--- config.mk ---
export PLATFORM = sky130hd
export DESIGN_NAME = jtframe_mr_ddrarb
export DESIGN_NICKNAME = d
export VERILOG_FILES = /design/src/rtl/jtframe_mr_ddrarb.sv
export SDC_FILE = /design/constraint.sdc
export NUM_CORES = 1
export LEC_CHECK = 0
export CORE_AREA = 2 2 106 108
export DETAILED_ROUTE_END_ITERATION = 6
export DIE_AREA = 0 0 108 110
export HOLD_SLACK_MARGIN = 0.05
export PLACE_DENSITY_LB_ADDON = 0.15
export SLEW_MARGIN = 10
export SYNTH_ARGS = -nofsm -noshare
export SYNTH_HDL_FRONTEND = slang
export SYNTH_SLANG_ARGS = --single-unit
--- constraint.sdc ---
create_clock -name clk -period 2.1 [get_ports clk]
set_input_delay 0.21 -clock clk [delete_from_list [all_inputs] [get_ports clk]]
set_output_delay 0.21 -clock clk [all_outputs]
set_load 0.01 [all_outputs]
--- src/rtl/jtframe_mr_ddrarb.sv ---
// Burst-aware arbiter sharing the DDR3 Avalon-MM port between the ROM loader
// (read only) and the rotation frame buffer (read and write). The grant only
// moves between bursts, so a burst in flight is never cut or redirected.
module jtframe_mr_ddrarb #(
  parameter int AW = 29,
  parameter int DW = 64,
  parameter int BW = 8
) (
  input  logic            clk,
  input  logic            rst,
  input  logic            downloading,
  // loader master
  input  logic [AW-1:0]   ld_addr,
  input  logic [BW-1:0]   ld_burstcnt,
  input  logic            ld_rd,
  input  logic [DW/8-1:0] ld_be,
  output logic            ld_busy,
  output logic            ld_dout_ready,
  // rotation master
  input  logic [AW-1:0]   rot_addr,
  input  logic [BW-1:0]   rot_burstcnt,
  input  logic            rot_rd,
  input  logic            rot_we,
  input  logic [DW/8-1:0] rot_be,
  input  logic [DW-1:0]   rot_din,
  output logic            rot_busy,
  output logic            rot_dout_ready,
  // DDR slave
  input  logic            ddr_busy,
  input  logic            ddr_dout_ready,
  output logic [AW-1:0]   ddr_addr,
  output logic [BW-1:0]   ddr_burstcnt,
  output logic            ddr_rd,
  output logic            ddr_we,
  output logic [DW/8-1:0] ddr_be,
  output logic [DW-1:0]   ddr_din
);

  typedef enum logic [1:0] {IDLE, LD_RD, ROT_RD, ROT_WR} state_t;

  localparam logic [BW-1:0] ONE = {{(BW-1){1'b0}}, 1'b1};

  state_t        state_q, state_d;
  // beats still owed in the current burst; zero means the command is not yet accepted
  logic [BW-1:0] left_q, left_d;
  // set when rot held the previous grant, so ld wins the next tie
  logic          last_q, last_d;

  logic [BW-1:0] ld_len, rot_len;
  logic          rot_req;

  // A zero burst count is handled as a single beat
  always_comb begin
    ld_len  = (ld_burstcnt  == '0) ? ONE : ld_burstcnt;
    rot_len = (rot_burstcnt == '0) ? ONE : rot_burstcnt;
    rot_req = rot_rd | rot_we;
  end

  // Steer the granted master onto the DDR port and mask the other one
  always_comb begin
    ddr_addr       = '0;
    ddr_burstcnt   = '0;
    ddr_rd         = 1'b0;
    ddr_we         = 1'b0;
    ddr_be         = '0;
    ddr_din        = '0;
    ld_busy        = 1'b1;
    rot_busy       = 1'b1;
    ld_dout_ready  = 1'b0;
    rot_dout_ready = 1'b0;
    case (state_q)
      LD_RD: begin
        ddr_addr      = ld_addr;
        ddr_burstcnt  = ld_burstcnt;
        ddr_be        = ld_be;
        ddr_rd        = ld_rd & (left_q == '0);
        ld_busy       = ddr_busy;
        ld_dout_ready = ddr_dout_ready & (left_q != '0);
      end
      ROT_RD: begin
        ddr_addr       = rot_addr;
        ddr_burstcnt   = rot_burstcnt;
        ddr_be         = rot_be;
        ddr_din        = rot_din;
        ddr_rd         = rot_rd & (left_q == '0);
        rot_busy       = ddr_busy;
        rot_dout_ready = ddr_dout_ready & (left_q != '0);
      end
      ROT_WR: begin
        ddr_addr     = rot_addr;
        ddr_burstcnt = rot_burstcnt;
        ddr_be       = rot_be;
        ddr_din      = rot_din;
        ddr_we       = rot_we;
        rot_busy     = ddr_busy;
      end
      default: ;
    endcase
  end

  // Arbitrate in IDLE and track burst progress in the granted states
  always_comb begin
    state_d = state_q;
    left_d  = left_q;
    last_d  = last_q;
    case (state_q)
      IDLE: begin
        left_d = '0;
        if (ld_rd && (downloading || !rot_req || last_q)) begin
          state_d = LD_RD;
          last_d  = 1'b0;
        end else if (rot_req) begin
          state_d = rot_we ? ROT_WR : ROT_RD;
          last_d  = 1'b1;
        end
      end
      LD_RD: begin
        if (left_q == '0) begin
          if (ld_rd && !ddr_busy) left_d = ld_len;
        end else if (ddr_dout_ready) begin
          left_d = left_q - ONE;
          if (left_q == ONE) state_d = IDLE;
        end
      end
      ROT_RD: begin
        if (left_q == '0) begin
          if (rot_rd && !ddr_busy) left_d = rot_len;
        end else if (ddr_dout_ready) begin
          left_d = left_q - ONE;
          if (left_q == ONE) state_d = IDLE;
        end
      end
      ROT_WR: begin
        if (rot_we && !ddr_busy) begin
          if (left_q == '0) begin
            left_d = rot_len - ONE;
            if (rot_len == ONE) state_d = IDLE;
          end else begin
            left_d = left_q - ONE;
            if (left_q == ONE) state_d = IDLE;
          end
        end
      end
      default: state_d = IDLE;
    endcase
  end

  // State, beat counter and round-robin memory
  always_ff @(posedge clk or posedge rst) begin
    if (rst) begin
      state_q <= IDLE;
      left_q  <= '0;
      last_q  <= 1'b1;
    end else begin
      state_q <= state_d;
      left_q  <= left_d;
      last_q  <= last_d;
    end
  end

endmodule

==> summary.md <==
| Metric | Value |
|---|---|
| Status | finished, final reports clean |
| Fillers | ~1100 |
| Dpl hpwl | 13360 µm |
| Die Span Y | 110 µm |
| Clock power frac | 0.036 |
| Clock sinks | 11 |
| Slowest stage delay, CP | around 0.5 ns |
| Die area | 11880 µm² |
| Share of cells above drive strength 1 | 0.3071 |
| P_leak | 0.002613 µW |
| Mapped Area | 2476 µm² |
| Worst Setup EP | left_q[4]$_DFFE_PP0P_ |
| Pin count of the biggest net entering global routing | 22 |
| Crit path capture type | flip-flop |
| Cell Int Power | 3182 µW |
| Reg2reg end | left_q[0]$_DFFE_PP0P_ |
| Sw Share | 0.5035 |
| Syn Nets | 539 |
| Synth warnings | 0 |
| Slowest library cell on the worst path | clkdlybuf4s50_1 |
| Routed WL per cell | 20.30 µm |
| Worst slack, placed | -0.5120 ns |
| Total CTS buffers | 3 |
| Sequential fraction of the synthesis area | 0.1117 |
| Max Fclk | 485.2 MHz |
| Residual DRC count | 0 |
| Clock latency on the worst-skew pair | 0.25 ns |
| Flop2flop setup slack | 0.06 ns |
| Register Area | 277.8 µm² |
| Core Area | 10700 µm² |
| Flops & latches, synth | 11 |
| Core Rows | 38 |
| First-pass GRT wire length | 23650 µm |
| Pre-antenna DRT Iters | 5 |
| DR vias | 4117 |
| Longest Clk Path Bufs | 2 |
| Worst reg2reg path depth | 8 |
| M2 GR Usage | 0.4465 |
| RSZ-0062 raised after global routing | yes |
| Cell Chain, Critical Path | clkdlybuf4s50_1 -> nor4_2 -> a21o_1 -> inv_2 -> ha_4 -> or4b_4 -> a21oi_2 -> o21a_1 -> a2111oi_4 -> o31ai_1 |
| Most used DFF post-synth | dfrtp_1 |
| Final count of hold timing violations | 0 |
| Final Wtd Congestion | 0.9809 |
| Clk root buf | clkbuf_8 |
| Hold_buf cts | 0 |
| Non-filler cells, final | approximately 820 |
| Antenna violations before repair | 3 |
| Startpoint types | input port |
| Min setup slack post-route | 0.03885 ns |
| Worst EP arrival | about 2.2 ns |
| H-tree depth | 1 |
| Worst-margin pin slew | 0.4707 ns |
| Final net count | 846 |
| CTS tree | built |
| Number of synthesized flops with an enable pin | 0 |
| Remaining antenna violation count after routing | 0 |
| Busiest grt layer | met2 |
| Met1 Usage GRT | 0.3209 |
| Max Slew Vio Count | 0 |
| PwrDens | between 1000 and 1500 nW/µm² |
| Fin util | 0.5322 |
| Combinational Power Share | 0.906 |
| Grt total ovfl | 0 |
| Final setup fails | 0 |
| Crit Path Class | in2reg |
| CP Data Required Time | ~2.3 ns |
| Initial DRC count | 210 |
| Maxcap violations | 0 |
| Net switching power | 3227 µW |
| Critical-path maximum fanout | 3 |
| DIE WIDTH | between 100 and 150 µm |
| Drt total wl | 16570 µm |
| Tmin final | 2.061 ns |
| Met3 usage | 0.1023 |
| VDD IR max | 0.0005693 V |
| TNS Setup | 0 ns |
| Hold Crit Class | in2async |
| Final worst-path cycle share | 0.9815 |
| Vias per cell | 5.045 |
| Synth Area per Inst | 6.729 µm² |
| GR Util All Layers | 0.2634 |
| Seq pwr share | 0.058 |
| Initial Util | 0.2315 |
| Commonest cells after routing, fill and taps aside | clkdlybuf4s50_1 (156), buf_2 (75), and2_1 (66), nor2_1 (55), buf_4 (52) |
| Commonest non-fill, non-tap cell in the layout | clkdlybuf4s50_1 |
| Worst Setup SP | rot_burstcnt[1] |
| IO Port Bufs | 276 |
| Clock Skew | 0.007358 ns |
| R2r startpoint | left_q[0]$_DFFE_PP0P_ |
| Yosys top cell area share | 0.1668 |
| Synthesized instance count | approximately 370 |
| Area occupied by multi-input gates | 2252 µm² |
| Layout area overhead | 129.9% |
| Vias in the first global route | 4115 |
| Clock slew seen by the registers of the worst setup and hold paths | 0.06 ns |
| Netlist cell types | 61 |
| I/O Pins | between 200 and 300 |
| Post-synthesis async set-or-reset flop share | 1.000 |
| DP Cell Count | 803 |
| Relative slew slack | 0.6858 |
| Area contributors post-synth | and2_1 (17%), a22oi_1 (14%), dfrtp_1 (10%) |
| Dominant cell type by area after synthesis | and2_1 |
power by group through the flow:
| stage | Combinational, µW | Clock [µW] | Sequential, µW |
|---|---|---|---|
| floorplan | 2850 | 0 | 350 |
| global placement | 5880 | 0 | 347 |
| detailed placement | 5890 | 0 | 349 |
| CTS | 5730 | 227 | 351 |
| global route | 6250 | 236 | 379 |
| finish | 5810 | 229 | 370 |
what timing repair did:
| action | 4_1_cts | 5_1_grt |
|---|---|---|
| buffers inserted | 6 | 1 |
| gates cloned | 2 | 0 |
| pin swaps | 3 | 9 |
| setup endpoints to repair | 121 | 118 |
| hold endpoints to repair | 0 | 0 |
| resized for setup | 388 | 35 |
layout make-up:
| cell class | instances | area share |
|---|---|---|
| well taps | 140 | 0.03077 |
| flip-flops and latches | 11 | 0.04879 |
| multi-input cells | 311 | 0.3956 |
| clock buffers | 4 | 0.007912 |
| inverters | 10 | 0.006593 |
| repair buffers | 338 | 0.5095 |
| diodes | 2 | 0.0008791 |
per-layer routing:
metal | vias to the layer above | wire, µm | part of all wire
met5 | - | 0 | 0
met4 | 0 | 237 | 0.014
met3 | 16 | 1883 | 0.11
met2 | 209 | 8083 | 0.49
met1 | 1958 | 6363 | 0.38
li1 | 1934 | - | -
sequential cells by signal (all words and copies together), names as in the netlist:
register and flops:
left_q 8, last_q 1, state_q 2
worst max-delay path: cells and delay by family:
kind                       cells  cell delay, ns
AOI/OAI and AO/OA              5            0.78
buffers and inverters          2            0.56
and+or+nand+nor                2            0.51
adders and majority gates      1            0.13
Yosys cell counts, types with 3 or more instances:
cell type	n
xor2_1	3
a22oi_1	46
o2bb2ai_1	3
nand3_1	6
and2_1	66
nor3_1	8
or2_2	4
nor4_1	4
buf_1	3
o21ai_0	7
o21a_1	3
o21ai_1	3
clkbuf_1	25
a21o_1	3
inv_1	10
nand2b_1	6
a21oi_1	10
a31oi_1	7
xnor2_1	3
o31ai_1	3
nor2_1	56
dfrtp_1	10
buf_2	5
nand2_1	16
ha_1	9
buf_6	3
and3_1	3
worst min-delay path by stage:
stage / cells past startpoint / slack, ns / to
2_1_floorplan: 1 / 0.06 / left_q[0]$_DFFE_PP0P_
3_3_place_gp: 2 / 0.52 / last_q$_DFFE_PP1P_
3_5_place_dp: 2 / 0.53 / last_q$_DFFE_PP1P_
4_1_cts: 2 / 0.31 / state_q[0]$_DFFE_PP0P_
5_1_grt: 2 / 0.34 / state_q[1]$_DFFE_PP0P_
6_report: 2 / 0.28 / state_q[1]$_DFFE_PP0P_
cell families after synthesis:
| kind of cell | synth area share |
|---|---|
| buffers and inverters | 0.08135 |
| flip-flops | 0.1117 |
| AND/OR/NAND/NOR | 0.4058 |
| multiplexers | 0.01718 |
| AO/OA/AOI/OAI | 0.3173 |
| XOR/XNOR | 0.02123 |
| adder cells (fa/ha/maj) | 0.04548 |
per-stage QoR:
step | total power (µW) | hold slack [ns] | area, µm²
floorplan | 3197 | 0.06172 | 2480
CTS | 6310 | 0.3085 | 5615
finish | 6409 | 0.2783 | 5693
global placement | 6222 | 0.5176 | 5743
global route | 6865 | 0.3385 | 5693
detailed placement | 6236 | 0.5316 | 5743
Note: power is estimated with default switching activity, not from simulation.
